[config.mk]
export PLATFORM = sky130hd
export DESIGN_NAME = uart_axi_master
export DESIGN_NICKNAME = d
export VERILOG_FILES = /design/src/rtl/uart_axi_pkg.sv /design/src/rtl/uart_8n1.sv /design/src/rtl/uart_axi_master.sv
export SDC_FILE = /design/constraint.sdc
export NUM_CORES = 1
export LEC_CHECK = 0
export BUFFER_PORTS_ARGS = -buffer_cell sky130_fd_sc_hd__buf_4
export CAP_MARGIN = 0
export CELL_PAD_IN_SITES_DETAIL_PLACEMENT = 1
export CELL_PAD_IN_SITES_GLOBAL_PLACEMENT = 2
export CORE_UTILIZATION = 36
export DETAILED_ROUTE_END_ITERATION = 10
export GPL_TIMING_DRIVEN = 0
export PLACE_DENSITY_LB_ADDON = 0.2
export SKIP_LAST_GASP = 1
export SLEW_MARGIN = 10
export SYNTH_ARGS = -nofsm -noshare
export SYNTH_HDL_FRONTEND = slang
export SYNTH_SLANG_ARGS = --single-unit
[constraint.sdc]
create_clock -name Clk -period 5.4 [get_ports Clk]
set_clock_uncertainty 0.1 [all_clocks]
set_input_delay 0.54 -clock Clk [delete_from_list [all_inputs] [get_ports Clk]]
set_output_delay 0.54 -clock Clk [all_outputs]
set_load 0.05 [all_outputs]
[src/rtl/uart_axi_pkg.sv]
`default_nettype none
// ============================================================================
// Module   : uart_axi_pkg
// Purpose  : Shared opcodes, AXI constants and frame FSM states for the
//            UART-to-AXI master bridge.
// Revision : 1.0  initial release
// ============================================================================
package uart_axi_pkg;

  // Command opcodes and negative acknowledge byte
  localparam logic [7:0] OP_WR = 8'h57;
  localparam logic [7:0] OP_RD = 8'h52;
  localparam logic [7:0] NAK   = 8'h3F;

  // Fixed single-beat 32-bit AXI attributes
  localparam logic [7:0] LEN0       = 8'h00;
  localparam logic [2:0] SIZE4B     = 3'b010;
  localparam logic [1:0] BURST_INCR = 2'b01;
  localparam logic [1:0] RESP_OKAY   = 2'b00;
  localparam logic [1:0] RESP_SLVERR = 2'b10;

  // Frame FSM states
  typedef enum logic [2:0] {
    ST_IDLE     = 3'd0,
    ST_GET_ADDR = 3'd1,
    ST_GET_DATA = 3'd2,
    ST_WR_AW_W  = 3'd3,
    ST_WR_B     = 3'd4,
    ST_RD_AR    = 3'd5,
    ST_RD_R     = 3'd6,
    ST_SEND     = 3'd7
  } state_t;

endpackage
`default_nettype wire

[src/rtl/uart_8n1.sv]
`default_nettype none
// ============================================================================
// Module   : uart_8n1
// Purpose  : 8N1 UART receiver (with synchroniser, glitch rejection and
//            framing-error flag) and back-to-back capable transmitter.
// Revision : 1.0  initial release
// ============================================================================
module uart_8n1 #(
  parameter int CLKS_PER_BIT = 16
) (
  input  logic       clk,
  input  logic       rst,
  input  logic       i_rx,
  output logic       o_tx,
  output logic [7:0] o_rx_byte,
  output logic       o_rx_stb,
  output logic       o_rx_ferr,
  input  logic [7:0] i_tx_byte,
  input  logic       i_tx_start,
  output logic       o_tx_busy
);

  localparam int            CW     = $clog2(CLKS_PER_BIT);
  localparam logic [CW-1:0] C_HALF = CW'(CLKS_PER_BIT / 2 - 1);
  localparam logic [CW-1:0] C_FULL = CW'(CLKS_PER_BIT - 1);

  logic          r_rx_s1, r_rx_s2, r_rx_prev;
  logic          r_rx_busy;
  logic [CW-1:0] r_rx_cnt;
  logic [3:0]    r_rx_bit;
  logic [7:0]    r_rx_sr, r_rx_byte;
  logic          r_rx_stb, r_rx_ferr;

  logic          r_tx_busy;
  logic [CW-1:0] r_tx_cnt;
  logic [3:0]    r_tx_bit;
  logic [9:0]    r_tx_sr;
  logic          w_tx_last;

  assign o_rx_byte = r_rx_byte;
  assign o_rx_stb  = r_rx_stb;
  assign o_rx_ferr = r_rx_ferr;

  // Two-flop synchroniser on the asynchronous line plus a delayed copy for edge detection
  always_ff @(posedge clk) begin
    if (rst) begin
      r_rx_s1   <= 1'b1;
      r_rx_s2   <= 1'b1;
      r_rx_prev <= 1'b1;
    end else begin
      r_rx_s1   <= i_rx;
      r_rx_s2   <= r_rx_s1;
      r_rx_prev <= r_rx_s2;
    end
  end

  // Receiver: bit index 0 is the start bit (checked at half period), 1..8 data, 9 stop
  always_ff @(posedge clk) begin
    if (rst) begin
      r_rx_busy <= 1'b0;
      r_rx_cnt  <= '0;
      r_rx_bit  <= 4'd0;
      r_rx_sr   <= 8'h00;
      r_rx_byte <= 8'h00;
      r_rx_stb  <= 1'b0;
      r_rx_ferr <= 1'b0;
    end else begin
      r_rx_stb  <= 1'b0;
      r_rx_ferr <= 1'b0;
      if (!r_rx_busy) begin
        if (r_rx_prev && !r_rx_s2) begin
          r_rx_busy <= 1'b1;
          r_rx_cnt  <= '0;
          r_rx_bit  <= 4'd0;
        end
      end else if (r_rx_bit == 4'd0) begin
        if (r_rx_cnt == C_HALF) begin
          r_rx_cnt <= '0;
          if (r_rx_s2) r_rx_busy <= 1'b0;   // line back high: glitch
          else         r_rx_bit  <= 4'd1;
        end else begin
          r_rx_cnt <= r_rx_cnt + 1'b1;
        end
      end else if (r_rx_cnt == C_FULL) begin
        r_rx_cnt <= '0;
        if (r_rx_bit == 4'd9) begin
          r_rx_busy <= 1'b0;
          if (r_rx_s2) begin
            r_rx_byte <= r_rx_sr;
            r_rx_stb  <= 1'b1;
          end else begin
            r_rx_ferr <= 1'b1;
          end
        end else begin
          r_rx_sr  <= {r_rx_s2, r_rx_sr[7:1]};
          r_rx_bit <= r_rx_bit + 1'b1;
        end
      end else begin
        r_rx_cnt <= r_rx_cnt + 1'b1;
      end
    end
  end

  // Busy drops in the final stop-bit cycle so the next byte can follow with no gap
  assign w_tx_last = r_tx_busy && (r_tx_cnt == C_FULL) && (r_tx_bit == 4'd9);
  assign o_tx_busy = r_tx_busy && !w_tx_last;
  assign o_tx      = r_tx_busy ? r_tx_sr[0] : 1'b1;

  // Transmitter: shifts {stop, data, start} out LSB first
  always_ff @(posedge clk) begin
    if (rst) begin
      r_tx_busy <= 1'b0;
      r_tx_cnt  <= '0;
      r_tx_bit  <= 4'd0;
      r_tx_sr   <= 10'h3FF;
    end else if (i_tx_start && !o_tx_busy) begin
      r_tx_sr   <= {1'b1, i_tx_byte, 1'b0};
      r_tx_busy <= 1'b1;
      r_tx_cnt  <= '0;
      r_tx_bit  <= 4'd0;
    end else if (r_tx_busy) begin
      if (r_tx_cnt == C_FULL) begin
        r_tx_cnt <= '0;
        if (r_tx_bit == 4'd9) begin
          r_tx_busy <= 1'b0;
        end else begin
          r_tx_bit <= r_tx_bit + 1'b1;
          r_tx_sr  <= {1'b1, r_tx_sr[9:1]};
        end
      end else begin
        r_tx_cnt <= r_tx_cnt + 1'b1;
      end
    end
  end

endmodule
`default_nettype wire

[src/rtl/uart_axi_master.sv]
`default_nettype none
// ============================================================================
// Module   : uart_axi_master
// Purpose  : Decodes framed UART commands into single-beat AXI4 writes and
//            reads and returns status / read data over UART.
// Revision : 1.0  initial release
// ============================================================================
module uart_axi_master
  import uart_axi_pkg::*;
#(
  parameter int CLK_FREQ     = 50000000,
  parameter int BAUD         = 115200,
  parameter int TIMEOUT_CLKS = 2000000
) (
  input  logic        Clk,
  input  logic        Rst,
  input  logic        Rx,
  output logic        Tx,
  output logic [31:0] AW_add,
  output logic        AW_valid,
  input  logic        AW_ready,
  output logic [7:0]  AW_len,
  output logic [2:0]  AW_size,
  output logic [1:0]  AW_burst,
  output logic [31:0] W_data,
  output logic [3:0]  W_strb,
  output logic        W_valid,
  output logic        W_last,
  input  logic        W_ready,
  input  logic [1:0]  B_response,
  input  logic        B_valid,
  output logic        B_ready,
  output logic [31:0] AR_add,
  output logic        AR_valid,
  input  logic        AR_ready,
  output logic [7:0]  AR_len,
  output logic [2:0]  AR_size,
  output logic [1:0]  AR_burst,
  input  logic [31:0] R_data,
  input  logic [1:0]  R_resp,
  input  logic        R_valid,
  input  logic        R_last,
  output logic        R_ready
);

  localparam int            CLKS_PER_BIT = CLK_FREQ / BAUD;
  localparam int            TW           = $clog2(TIMEOUT_CLKS + 1);
  localparam logic [TW-1:0] C_TIMEOUT    = TW'(TIMEOUT_CLKS - 1);

  state_t        r_state, w_next;
  logic [31:0]   r_addr, r_data, r_rdata;
  logic [1:0]    r_cnt, r_rresp;
  logic          r_is_wr, r_aw_done, r_w_done, r_first;
  logic [TW-1:0] r_timer;
  logic [39:0]   r_send_buf;
  logic [2:0]    r_send_left;

  logic [7:0]    w_rx_byte;
  logic          w_rx_stb, w_rx_ferr, w_tx_busy, w_tx_start;
  logic          w_aw_hs, w_w_hs;

  uart_8n1 #(.CLKS_PER_BIT(CLKS_PER_BIT)) u_uart (
    .clk        (Clk),
    .rst        (Rst),
    .i_rx       (Rx),
    .o_tx       (Tx),
    .o_rx_byte  (w_rx_byte),
    .o_rx_stb   (w_rx_stb),
    .o_rx_ferr  (w_rx_ferr),
    .i_tx_byte  (r_send_buf[39:32]),
    .i_tx_start (w_tx_start),
    .o_tx_busy  (w_tx_busy)
  );

  assign AW_add   = r_addr;
  assign AR_add   = r_addr;
  assign W_data   = r_data;
  assign AW_len   = LEN0;
  assign AR_len   = LEN0;
  assign AW_size  = SIZE4B;
  assign AR_size  = SIZE4B;
  assign AW_burst = BURST_INCR;
  assign AR_burst = BURST_INCR;
  assign W_strb   = 4'hF;
  assign W_last   = W_valid;
  assign w_aw_hs  = AW_valid && AW_ready;
  assign w_w_hs   = W_valid && W_ready;

  // State register
  always_ff @(posedge Clk) begin
    if (Rst) r_state <= ST_IDLE;
    else     r_state <= w_next;
  end

  // Next-state and handshake outputs
  always_comb begin
    w_next     = r_state;
    AW_valid   = 1'b0;
    W_valid    = 1'b0;
    B_ready    = 1'b0;
    AR_valid   = 1'b0;
    R_ready    = 1'b0;
    w_tx_start = 1'b0;
    case (r_state)
      ST_IDLE: begin
        if (w_rx_stb)
          w_next = (w_rx_byte == OP_WR || w_rx_byte == OP_RD) ? ST_GET_ADDR : ST_SEND;
      end
      ST_GET_ADDR: begin
        if (w_rx_ferr || (!w_rx_stb && r_timer == C_TIMEOUT)) w_next = ST_IDLE;
        else if (w_rx_stb && r_cnt == 2'd3) w_next = r_is_wr ? ST_GET_DATA : ST_RD_AR;
      end
      ST_GET_DATA: begin
        if (w_rx_ferr || (!w_rx_stb && r_timer == C_TIMEOUT)) w_next = ST_IDLE;
        else if (w_rx_stb && r_cnt == 2'd3) w_next = ST_WR_AW_W;
      end
      ST_WR_AW_W: begin
        AW_valid = !r_aw_done;
        W_valid  = !r_w_done;
        if ((r_aw_done || w_aw_hs) && (r_w_done || w_w_hs)) w_next = ST_WR_B;
      end
      ST_WR_B: begin
        B_ready = 1'b1;
        if (B_valid) w_next = ST_SEND;
      end
      ST_RD_AR: begin
        AR_valid = 1'b1;
        if (AR_ready) w_next = ST_RD_R;
      end
      ST_RD_R: begin
        R_ready = 1'b1;
        if (R_valid && R_last) w_next = ST_SEND;
      end
      ST_SEND: begin
        w_tx_start = (r_send_left != 3'd0) && !w_tx_busy;
        if (r_send_left == 3'd0 && !w_tx_busy) w_next = ST_IDLE;
      end
      default: w_next = ST_IDLE;
    endcase
  end

  // Frame assembly, handshake bookkeeping and response buffer
  always_ff @(posedge Clk) begin
    if (Rst) begin
      r_addr      <= 32'h0;
      r_data      <= 32'h0;
      r_rdata     <= 32'h0;
      r_rresp     <= RESP_OKAY;
      r_cnt       <= 2'd0;
      r_is_wr     <= 1'b0;
      r_aw_done   <= 1'b0;
      r_w_done    <= 1'b0;
      r_first     <= 1'b0;
      r_timer     <= '0;
      r_send_buf  <= 40'h0;
      r_send_left <= 3'd0;
    end else begin
      case (r_state)
        ST_IDLE: begin
          if (w_rx_stb) begin
            r_is_wr     <= (w_rx_byte == OP_WR);
            r_cnt       <= 2'd0;
            r_timer     <= '0;
            r_send_buf  <= {NAK, 32'h0};   // only used if the opcode is unknown
            r_send_left <= 3'd1;
          end
        end
        ST_GET_ADDR, ST_GET_DATA: begin
          r_aw_done <= 1'b0;
          r_w_done  <= 1'b0;
          if (w_rx_stb) begin
            r_timer <= '0;
            r_cnt   <= r_cnt + 1'b1;
            if (r_state == ST_GET_ADDR) r_addr <= {r_addr[23:0], w_rx_byte};
            else                        r_data <= {r_data[23:0], w_rx_byte};
          end else begin
            r_timer <= r_timer + 1'b1;
          end
        end
        ST_WR_AW_W: begin
          if (w_aw_hs) r_aw_done <= 1'b1;
          if (w_w_hs)  r_w_done  <= 1'b1;
        end
        ST_WR_B: begin
          if (B_valid) begin
            r_send_buf  <= {6'b0, B_response, 32'h0};
            r_send_left <= 3'd1;
          end
        end
        ST_RD_AR: r_first <= 1'b1;
        ST_RD_R: begin
          if (R_valid) begin
            r_first <= 1'b0;
            if (r_first) begin
              r_rdata <= R_data;
              r_rresp <= R_resp;
            end
            if (R_last) begin
              r_send_buf  <= r_first ? {6'b0, R_resp, R_data} : {6'b0, r_rresp, r_rdata};
              r_send_left <= 3'd5;
            end
          end
        end
        ST_SEND: begin
          if (w_tx_start) begin
            r_send_buf  <= {r_send_buf[31:0], 8'h00};
            r_send_left <= r_send_left - 3'd1;
          end
        end
        default: ;
      endcase
    end
  end

endmodule
`default_nettype wire

**Word-level counts from Yosys, hierarchy flattened**

Index checks and enable logic that the tools add are counted.

- Flip-flop bits (word level): 229
- Input bits: 45
- Output and inout bits: 133
- Word-level logic and storage cells: 202

- $add $sub $neg: 7
- Eq/ne operators: 35
- Muxes and demuxes: 74
- Bitwise gates (word level): 6
- Reductions and logical operators: 53

Operator list:

| cell | number |
|---|---|
| $mux 40 | 5 |
| $pmux 40 s4 | 1 |
| $mux 9 | 10 |
| $mux 3 | 17 |
| $mux 21 | 2 |
| $pmux 21 s2 | 1 |
| $mux 34 | 1 |
| $mux 4 | 7 |
| $pmux 3 s8 | 1 |
| $mux 1 | 22 |
| $add 21x1->21 const B | 1 |
| $eq 21x21->1 const B | 1 |
| $ne 2x2->1 const B | 10 |
| $add 9x1->9 const B | 2 |
| $eq 9x9->1 const B | 2 |
| $ne 3x3->1 const B | 6 |
| $reduce_and 3->1 | 6 |
| $eq 8x7->1 const B | 2 |
| $logic_and 1x1->1 | 13 |
| $eq 3x3->1 const B | 4 |
| $pmux 3 s4 | 1 |
| $reduce_bool 2->1 | 6 |
| $reduce_and 2->1 | 5 |
| $reduce_and 5->1 | 2 |
| other kinds (24) | 47 |

**Depth between registers and ports, before layout**

Gate-level depths: netlist (run 1).

- Word-level depth: 11
- Gate-level depth with buffers: 10
- Depth with buffers taken out: 8

**Hierarchy**

A second synthesis (run 1) with hierarchy kept.

- Cell total of the unflattened synthesis: 1,262
- Area total of the unflattened synthesis: 10,530.1 µm²

By module, submodules not included:

| module | times used | cells each | area an instance (µm²) |
|---|---|---|---|
| uart_axi_master | 1 | 957 | 7,801.2 |
| uart_8n1 | 1 | 305 | 2,728.9 |

**Worst setup path before layout (run 1)**

No wires, ideal clock.

- Kind: register to output
- Start point: register r_state[1]
- End point: output port W_valid
- Data arrival time: 2.233 ns
- Data required time: 4.760 ns
- Setup slack: 2.527 ns
- Stages on the path, launching flop included: 5
- Cell sequence: dfxtp_1 > clkbuf_1 > nand2_1 > nor3_1 > buf_4

- Longest elaborated chain between the ends: 2

Ends and longest elaborated chain:

| what | RTL line | source |
|---|---|---|
| start, declared | uart_axi_master.sv:50 | `state_t r_state, w_next;` |
| start signal, assigned | uart_axi_master.sv:92 | `else r_state <= w_next;` |
| $eq 3x2->1 | uart_axi_master.sv:104 | `case (r_state)` |
| $mux 1 | uart_axi_master.sv:104 |  |
| end, declared | uart_axi_master.sv:27 | `output logic W_valid,` |

Every way passes these cells.

**Final worst setup path (run 1)**

- Start point: register r_state[0]
- End point: output port AR_valid

- Longest elaborated chain between the ends: 2

Ends and longest elaborated chain:

| what | RTL line | source |
|---|---|---|
| $eq 3x3->1 | uart_axi_master.sv:104 |  |
| $mux 1 | uart_axi_master.sv:104 |  |
| end, declared | uart_axi_master.sv:34 | `output logic AR_valid,` |

Every way passes these cells.

==> results of run 1 <==
[layout by cell type (no fill, tap or decap), types with 24 or more instances in the layout]
| cell | Yosys | layout |
|---|---|---|
| clkbuf_16 | 0 | 27 |
| buf_4 | 65 | 211 |
| a21oi_1 | 152 | 152 |
| nor2_1 | 126 | 126 |
| clkbuf_1 | 53 | 56 |
| nand2_1 | 234 | 234 |
| mux2i_1 | 59 | 59 |
| o21ai_0 | 24 | 24 |
| conb_1 | 2 | 30 |
| dfxtp_1 | 229 | 229 |
[where the power goes]
part           total, mW  internal [mW]  switching [mW]
clock               1.91           1.17           0.736
sequential          1.76           1.73          0.0290
combinational      0.843          0.270           0.574
[state kept, by name, indices dropped and copies added, names as in the netlist, 2 cells and up]
signal and flops:
AR_add 32, W_data 32, r_cnt 2, r_rdata 32, r_rresp 2, r_send_buf 40
r_send_left 3, r_state 3, r_timer 21, u_uart.o_rx_byte 8, u_uart.r_rx_bit 4, u_uart.r_rx_cnt 9
u_uart.r_rx_sr 8, u_uart.r_tx_bit 4, u_uart.r_tx_cnt 9, u_uart.r_tx_sr 9
[area by class of cell]
class                           count  area share, %
Clock buffer                       38           6.14
Clock inverter                     12           1.11
Multi-Input combinational cell    879           38.1
Timing Repair Buffer              146           8.44
Buffer                            141           6.72
Sequential cell                   229           35.3
Inverter                           19          0.549
Tap cell                          378           3.64
[cells by family after synthesis]
kind of cell	after synthesis	share of synthesized area [%]
compound gates	262	15.8
buf+inv	160	9.10
fa+ha+maj	14	1.69
mux	60	5.80
simple gates	485	21.0
flops	229	44.2
other cells	2	0.0724
xor+xnor	28	2.37
[worst reg2reg max path: cells and delay by family, from the launching register on]
family	cells	cell delay, ps
buffers and inverters	4	1580
DFF	1	380
AOI/OAI and AO/OA	2	300
and+or+nand+nor	1	130
[worst paths after layout]
| path | startpoint | end | slack [ps] | cells after the start |
|---|---|---|---|---|
| max | r_state[0] | AR_valid | 2200 | 5 |
| max reg2reg | r_state[0] | r_send_buf[27] | 2790 | 7 |
| min reg2reg | u_uart.r_rx_s1 | u_uart.r_rx_s2 | 310 | 1 |
| min | Rx | u_uart.r_rx_s1 | 110 | 2 |
[through the flow]
stage | instance area [um2] | setup slack [ps] | hold WS, ps | instances | util, %
2_1_floorplan | 10500 | 2530 | 289 | 1268 | -
3_3_place_gp | 12000 | 2530 | 293 | 1792 | 42.9
3_5_place_dp | 12000 | 2570 | 299 | 1792 | 42.9
4_1_cts | 13000 | 2160 | 95.3 | 1842 | 46.2
5_1_grt | 13000 | 2060 | 99.6 | 1842 | 46.2
6_report | 13000 | 2200 | 109 | 1842 | 46.2
[routing by layer]
layer / up-vias / global-route usage (%) / part of all wire, %
met5: - / 0 / 0
met4: 0 / 3.92 / 1.4
met3: 30 / 2.72 / 4.1
met2: 163 / 34.6 / 48
met1: 4437 / 27.5 / 47
li1: 4542 / - / -
==> impl_metrics.ini, run 1 <==
[final_layout]
areaGrowthSynthToFinish_pct = 25.2
combined_flip_flop_and_latch_cell_area_mm2 = 0.00458
n_fill_cell = 3445
n_antenna_cell = 0
design.final.nets = 1502
footprint_of_the_multi_input_gates_mm2 = 0.00494
layout-drive-gt1-share_pct = 20.8

[setup_path]
critical_path.cell_chain = clkbuf_8 > clkbuf_1 > clkbuf_1 > and3_1 > buf_4
arrival_ps = 2560
critical_path_class = register to primary output
critical_path.most_common_cell = clkbuf_1
path_max_fanout = 10
critPathMaxStageDelay_ps = 460
crit_buf_inv = 4
cp_delay_by_family_top = buffers and inverters
critPathSlowestCell = clkbuf_1
crit_path_end_kind = primary output
worstPathRequired_ps = 4760
timing.critical_path.from_type = register

[yosys]
synth_edf_count = 0
yosysTopAreaCell = dfxtp_1
ys_warn_count = 0
synth.cell_area_mm2 = 0.0104
netlist_instances = 1240
yosysUniqueCellTypes = 66
synth_most_common_cell = nand2_1
predominant_post_synthesis_flop_cell = dfxtp_1
synth.top_cells.by_count = nand2_1 (234), dfxtp_1 (229), a21oi_1 (152)
synth_area_leaders = dfxtp_1 (44%), nand2_1 (8.5%), a21oi_1 (7.3%)
synth.avg_cell_area_um2 = 8.36
async_reset_ff_share_pct = 0
seq_area_frac_synth_pct = 44.2
netlist.area_leader.share_pct = 44.2
ys_ff_latch = 229

[route]
route.antenna.remaining_nets = 0
drtIter0Drc = 439
via_count = 9172
drt-vias-per-instance = 4.98
drt_wl_total_um = 30000
post_drt_wl_per_cell_um = 16.3
dr.pass1.iters = 5
drc = 0

[clocking]
clock_path_buffers = 3
cts-resized-gates = 0
cts_post_setup_buffers_inserted = 0
cts_tree = built
number_of_h_tree_levels = 1
cts.sink_count = 229
ctsHoldBuffers = 0
insertion_delay_ps = 540
ctsRootBufferMaster = clkbuf_16
cts_bufs_inserted = 27
clk_pin_slew_worst_paths_ps = 60

[die]
die_x_um = 172
dieArea_mm2 = 0.0295
core.rowCount = 61
fp.coreArea_mm2 = 0.0281
boundaryPins = 178
initial_utilization_pct = 36.9
die_height_um = 172

[global_route]
grt.overflow.total = 0
grt_pass1_vias = 9067
antenna_found_initial = 0
pin_count_of_the_biggest_net_entering_global_routing = 14
grt_first_pass_wirelength_um = 48000
grt_total_usage_pct = 20.4

[timing]
finalSetupTns_ps = 0
maxSlewHeadroom_pct = 24.2
max_freq_mhz = 312
worst_slew_pin_tran_ps = 1130
setup_viol = 0
maxSlewViolCount = 0
grt_setup_unrepaired = false
final.min_clock_period_ps = 3200
report.final.hold_viol_count = 0
final.period_utilization_pct = 59.3

[placed_design]
placement.io_buffers = 146
hpwlAfterDp_um = 22100
routabilityCongestion = 0.844

[power_and_ir_drop]
power_per_cell_area_mw_per_mm2 = 347
finalPower_mw = 4.50
peakVddDrop_mv = 0.229
leakagePower_nw = 5.10

[run_status]
outcome = completed

[job]
drv_cap = 0

[min_path]
hp-class = primary input to register
No activity file was read; power rests on OpenSTA's default activity.
==> run 2: changes to the inputs <==
- CORE_UTILIZATION: 36 -> 30
- clock period: 5.4 -> 2.75 ns (I/O delays scaled with it)
==> impl_metrics.ini, run 2 (synthesis gave the netlist of run 1 again) <==
[global_route]
grt.overflow.total = 0
antenna_found_initial = 0
grt_first_pass_wirelength_um = 49700
pin_count_of_the_biggest_net_entering_global_routing = 20
grt_pass1_vias = 9081
grt_total_usage_pct = 17.3

[route]
dr.pass1.iters = 7
post_drt_wl_per_cell_um = 15.9
via_count = 9134
drc = 0
drt-vias-per-instance = 4.69
drt_wl_total_um = 30900
drtIter0Drc = 310
route.antenna.remaining_nets = 0

[clocking]
cts_post_setup_buffers_inserted = 0
number_of_h_tree_levels = 1
ctsRootBufferMaster = clkbuf_16
cts_bufs_inserted = 28
cts.sink_count = 229
cts_tree = built
clock_path_buffers = 3
clk_pin_slew_worst_paths_ps = 60
insertion_delay_ps = 560

[final_layout]
regMostFlops = r_send_buf
design.final.nets = 1538
commonest_cells_after_routing_fill_and_taps_aside = nand2_1 (234), dfxtp_1 (229), buf_4 (211)
largest_reg_flops = 40
areaGrowthSynthToFinish_pct = 29.7
layout.cells.most_common = nand2_1
final_cells = 1949
n_antenna_cell = 0
layout-drive-gt1-share_pct = 20.5

[die]
dieArea_mm2 = 0.0353
boundaryPins = 178
core.rowCount = 67
fp.coreArea_mm2 = 0.0338
initial_utilization_pct = 30.7
die_x_um = 188
die_height_um = 188

[job]
drv_cap = 0

[run_status]
outcome = completed

[setup_path]
critical_path_class = register to primary output
critical_path.cell_chain = clkbuf_1 > nand2_1 > nor3_1 > buf_4 > buf_4
critPathSlowestCell = dfxtp_1
arrival_ps = 2240
critical_path.most_common_cell = buf_4
worstPathRequired_ps = 2380
path_max_fanout = 10
critPathMaxStageDelay_ps = 420
timing.critical_path.from_type = register
crit_path_end_kind = primary output

[placed_design]
routabilityCongestion = 0.777
placement.io_buffers = 146
hpwlAfterDp_um = 22800
placed_instances = 1862

[power_and_ir_drop]
clock_power_share_pct = 42.2
power.switching_mw = 2.68
peakVddDrop_mv = 0.413
internal-power_mw = 6.23
netSwitchingFraction_pct = 30.1
leakagePower_nw = 5.27
seqPwrFrac_pct = 38.8
comb_power_share_pct = 19.1
finalPower_mw = 8.91
power_per_cell_area_mw_per_mm2 = 663

[timing]
setup_viol = 0
grt_setup_unrepaired = false
maxSlewHeadroom_pct = 30.9
final.period_utilization_pct = 95.1
max_freq_mhz = 383
maxSlewViolCount = 0
final.min_clock_period_ps = 2610
worst_slew_pin_tran_ps = 1030
report.final.hold_viol_count = 0

[min_path]
hp-class = primary input to register
run 2: area by class of cell:
cell class                 count  area [um2]
clock buffer                  40         826
multi-input combinational    879        4950
sequential                   229        4580
inverter                      19        71.3
timing repair buffer         182        1460
clock inverter                12         125
fill                        4008       20300
tap                          448         561
buffer                       140         870
run 2: per-stage QoR:
stage | utilization (%) | hold WS (ps) | setup slack [ps] | TNS (ps) | cell area [um2]
after CTS | 39.8 | 54.3 | 97.4 | 0 | 13400
after floorplan | - | 279 | 142 | 0 | 10500
after global routing | 39.8 | 78.2 | 2.97 | 0 | 13400
after global placement | 35.9 | 305 | -0.674 | -0.674 | 12100
after detailed placement | 35.9 | 317 | -6.04 | -6.04 | 12100
final | 39.8 | 65.6 | 136 | 0 | 13400
run 2: critical path, delay by kind of cell (launching register included):
kind	cells	cell delay, ps
flops	1	420
buf+inv	3	710
simple gates	2	580
run 2: path summary, 6_finish.rpt:
| path | startpoint | endpoint | depth (start not counted) | slack, ps |
|---|---|---|---|---|
| worst min register to register | u_uart.r_rx_s1 | u_uart.r_rx_s2 | 1 | 330 |
| worst min-delay path | Rst | r_send_buf[11] | 3 | 70 |
| worst max register to register | u_uart.r_rx_bit[0] | u_uart.r_rx_cnt[5] | 6 | 150 |
| worst max-delay path | r_state[1] | W_valid | 5 | 140 |
run 2: metal layers:
layer / routed length, um / GRT usage, % / part of all wire (%)
met3: 1200 / 2.47 / 3.9
met4: 627 / 4.32 / 2.0
met2: 14200 / 28.4 / 46
met1: 14900 / 23.7 / 48
met5: 0 / 0 / 0
run 2: power groups by stage:
stage	combinational (mW)	sequential (mW)	clock [mW]
2_1_floorplan	1.18	3.50	0
3_3_place_gp	1.65	3.52	0
3_5_place_dp	1.66	3.53	0
4_1_cts	1.71	3.45	3.86
5_1_grt	1.85	3.46	3.99
6_report	1.70	3.45	3.76
run 2: repair_timing:
action | CTS | global route
endpoints found under the hold margin | 43 | 0
setup endpoints to repair | 2 | 3
gates cloned | 0 | 0
gates resized for setup | 1 | 1
hold buffers | 36 | 0
==> run 3: changes to the inputs <==
- ABC_AREA: default -> 1
- CORE_UTILIZATION: 30 -> 28
- PLACE_DENSITY: default -> 0.85
- PLACE_DENSITY_LB_ADDON: 0.2 -> default
- SYNTH_HIERARCHICAL: default -> 1
==> impl_metrics.ini, run 3 <==
[clocking]
clock_path_buffers = 3
cts.sink_count = 229
insertion_delay_ps = 550
cts_tree = built
cts_bufs_inserted = 27
clk_pin_slew_worst_paths_ps = 60
number_of_h_tree_levels = 1
ctsRootBufferMaster = clkbuf_16

[route]
via_count = 10900
route.antenna.remaining_nets = 0
dr.pass1.iters = 4
drtIter0Drc = 451
drt_wl_total_um = 35300
drc = 0
post_drt_wl_per_cell_um = 14.9
drt-vias-per-instance = 4.62

[timing]
worst_slew_pin_tran_ps = 737
max_freq_mhz = 392
final.min_clock_period_ps = 2550
maxSlewViolCount = 0
setup_viol = 0
finalSetupTns_ps = 0
maxSlewHeadroom_pct = 50.8
grt_setup_unrepaired = false
report.final.hold_viol_count = 0
final.period_utilization_pct = 92.8

[setup_path]
critical_path_class = register to primary output
timing.rr.end = u_uart/r_tx_sr[3]
worstPathRequired_ps = 2380
timing.critical_path.to = R_ready
crit_path_end_kind = primary output
path_max_fanout = 10
reg2reg_setup_slack_ps = 210
arrival_ps = 2180
reg2reg_depth = 17
crit-reg2reg-launch = u_uart/r_tx_bit[1]
timing.critical_path.from_type = register
crit_path_start = r_state[1]

[global_route]
grt_pass1_vias = 10900
pin_count_of_the_biggest_net_entering_global_routing = 14
grt_first_pass_wirelength_um = 56800
grt_total_usage_pct = 17.8
grt.overflow.total = 0
antenna_found_initial = 0

[job]
drv_cap = 0

[power_and_ir_drop]
peakVddDrop_mv = 0.421
power_per_cell_area_mw_per_mm2 = 664
leakagePower_nw = 6.31
finalPower_mw = 9.36

[die]
dieArea_mm2 = 0.0397
core.rowCount = 71
fp.coreArea_mm2 = 0.0380
die_x_um = 199
die_height_um = 199
boundaryPins = 178
initial_utilization_pct = 28.7

[final_layout]
design.final.nets = 1889
layout-drive-gt1-share_pct = 18.3
layout.cells.most_common = nand2_1
regMostFlops = r_send_buf
commonest_cells_after_routing_fill_and_taps_aside = nand2_1 (418), dfxtp_1 (226), nor2_1 (226)
n_fill_cell = 4817
areaGrowthSynthToFinish_pct = 29.3
n_antenna_cell = 0
largest_reg_flops = 40

[yosys]
ys_ff_latch = 229
async_reset_ff_share_pct = 0
netlist_instances = 1580
netlist.area_leader.share_pct = 42.1
yosysTopAreaCell = dfxtp_1
synth.cell_area_mm2 = 0.0109
yosysUniqueCellTypes = 46
seq_area_frac_synth_pct = 42.1
synth.avg_cell_area_um2 = 6.90
ys_warn_count = 6
synth_most_common_cell = nand2_1
predominant_post_synthesis_flop_cell = dfxtp_1
synth.top_cells.by_count = nand2_1 (418), dfxtp_1 (229), nor2_1 (226)
synth_area_leaders = dfxtp_1 (42%), nand2_1 (14%), nor2_1 (7.8%)
synth_edf_count = 0

[min_path]
hp-class = primary input to register

[placed_design]
placement.io_buffers = 146
routabilityCongestion = 0.834
hpwlAfterDp_um = 26300

[run_status]
outcome = completed
[run 3: what timing repair did]
action	4_1_cts	5_1_grt
buffers inserted	3	8
pin swaps	2	3
hold endpoints to repair	36	0
gates resized for setup	6	5
setup endpoints to repair	22	20
hold buffers	36	0
[run 3: layout make-up]
cell class | count | area [um2] | share of cell area [%]
Buffer | 137 | 832 | 5.90
Timing Repair Buffer | 193 | 1540 | 10.9
Clock inverter | 10 | 106 | 0.755
Multi-Input combinational cell | 1109 | 5120 | 36.3
Sequential cell | 229 | 4590 | 32.6
Clock buffer | 39 | 771 | 5.47
Inverter | 133 | 500 | 3.55
Tap cell | 511 | 639 | 4.54
[run 3: worst min-delay path by stage]
stage	start	to	slack, ps	cells past startpoint
after floorplan	Rx	u_uart/r_rx_s1	280	1
after global placement	r_send_left[0]	r_send_left[0]	310	1
after detailed placement	u_uart/r_rx_s1	u_uart/r_rx_s2	320	1
after CTS	Rst	u_uart/r_tx_sr[1]	20	3
after global routing	R_valid	r_first	70	4
final	Rst	u_uart/r_tx_sr[3]	50	3
[run 3: logic make-up (layout without fill, tap and decap cells)]
kind of cell               after synthesis  in the layout  synth area share [%]
buffers and inverters                  270            512                  12.1
other                                    2             30                0.0689
and+or+nand+nor                        770            770                  29.3
adders and majority gates               14             14                  1.61
AOI/OAI and AO/OA                      285            285                  14.0
xor gates and xnor gates                10             10                 0.804
DFF                                    229            229                  42.1
[run 3: critical path, cell delays in order (launching register included)]
cell,delay [ps]
dfxtp_1,480
nand2_1,210
nor2_4,280
buf_1,370
buf_4,280
[run 3: routing by layer]
metal	track usage, %	vias to the layer above	wire, um
met5	0	-	0
met4	4.96	0	814
met3	2.16	55	1490
met2	31.7	199	17100
met1	22.3	5183	15900
li1	-	5467	-
[run 3: where the power goes]
| group | switching (mW) | internal (mW) |
|---|---|---|
| Sequential | 0.0991 | 3.49 |
| Combinational | 1.52 | 0.688 |
| Clock | 1.44 | 2.12 |
[run 3: through the flow]
stage / hold slack [ps] / util [%] / instances / cell area, um2 / worst slack (ps)
4_1_cts: 22.5 / 36.9 / 2353 / 14000 / 28.3
6_report: 45.9 / 37.1 / 2361 / 14100 / 198
3_5_place_dp: 315 / 33.5 / 2265 / 12700 / -290
3_3_place_gp: 313 / 33.5 / 2265 / 12700 / -293
5_1_grt: 66.8 / 37.1 / 2361 / 14100 / 1.38
2_1_floorplan: 279 / - / 1608 / 11000 / 366
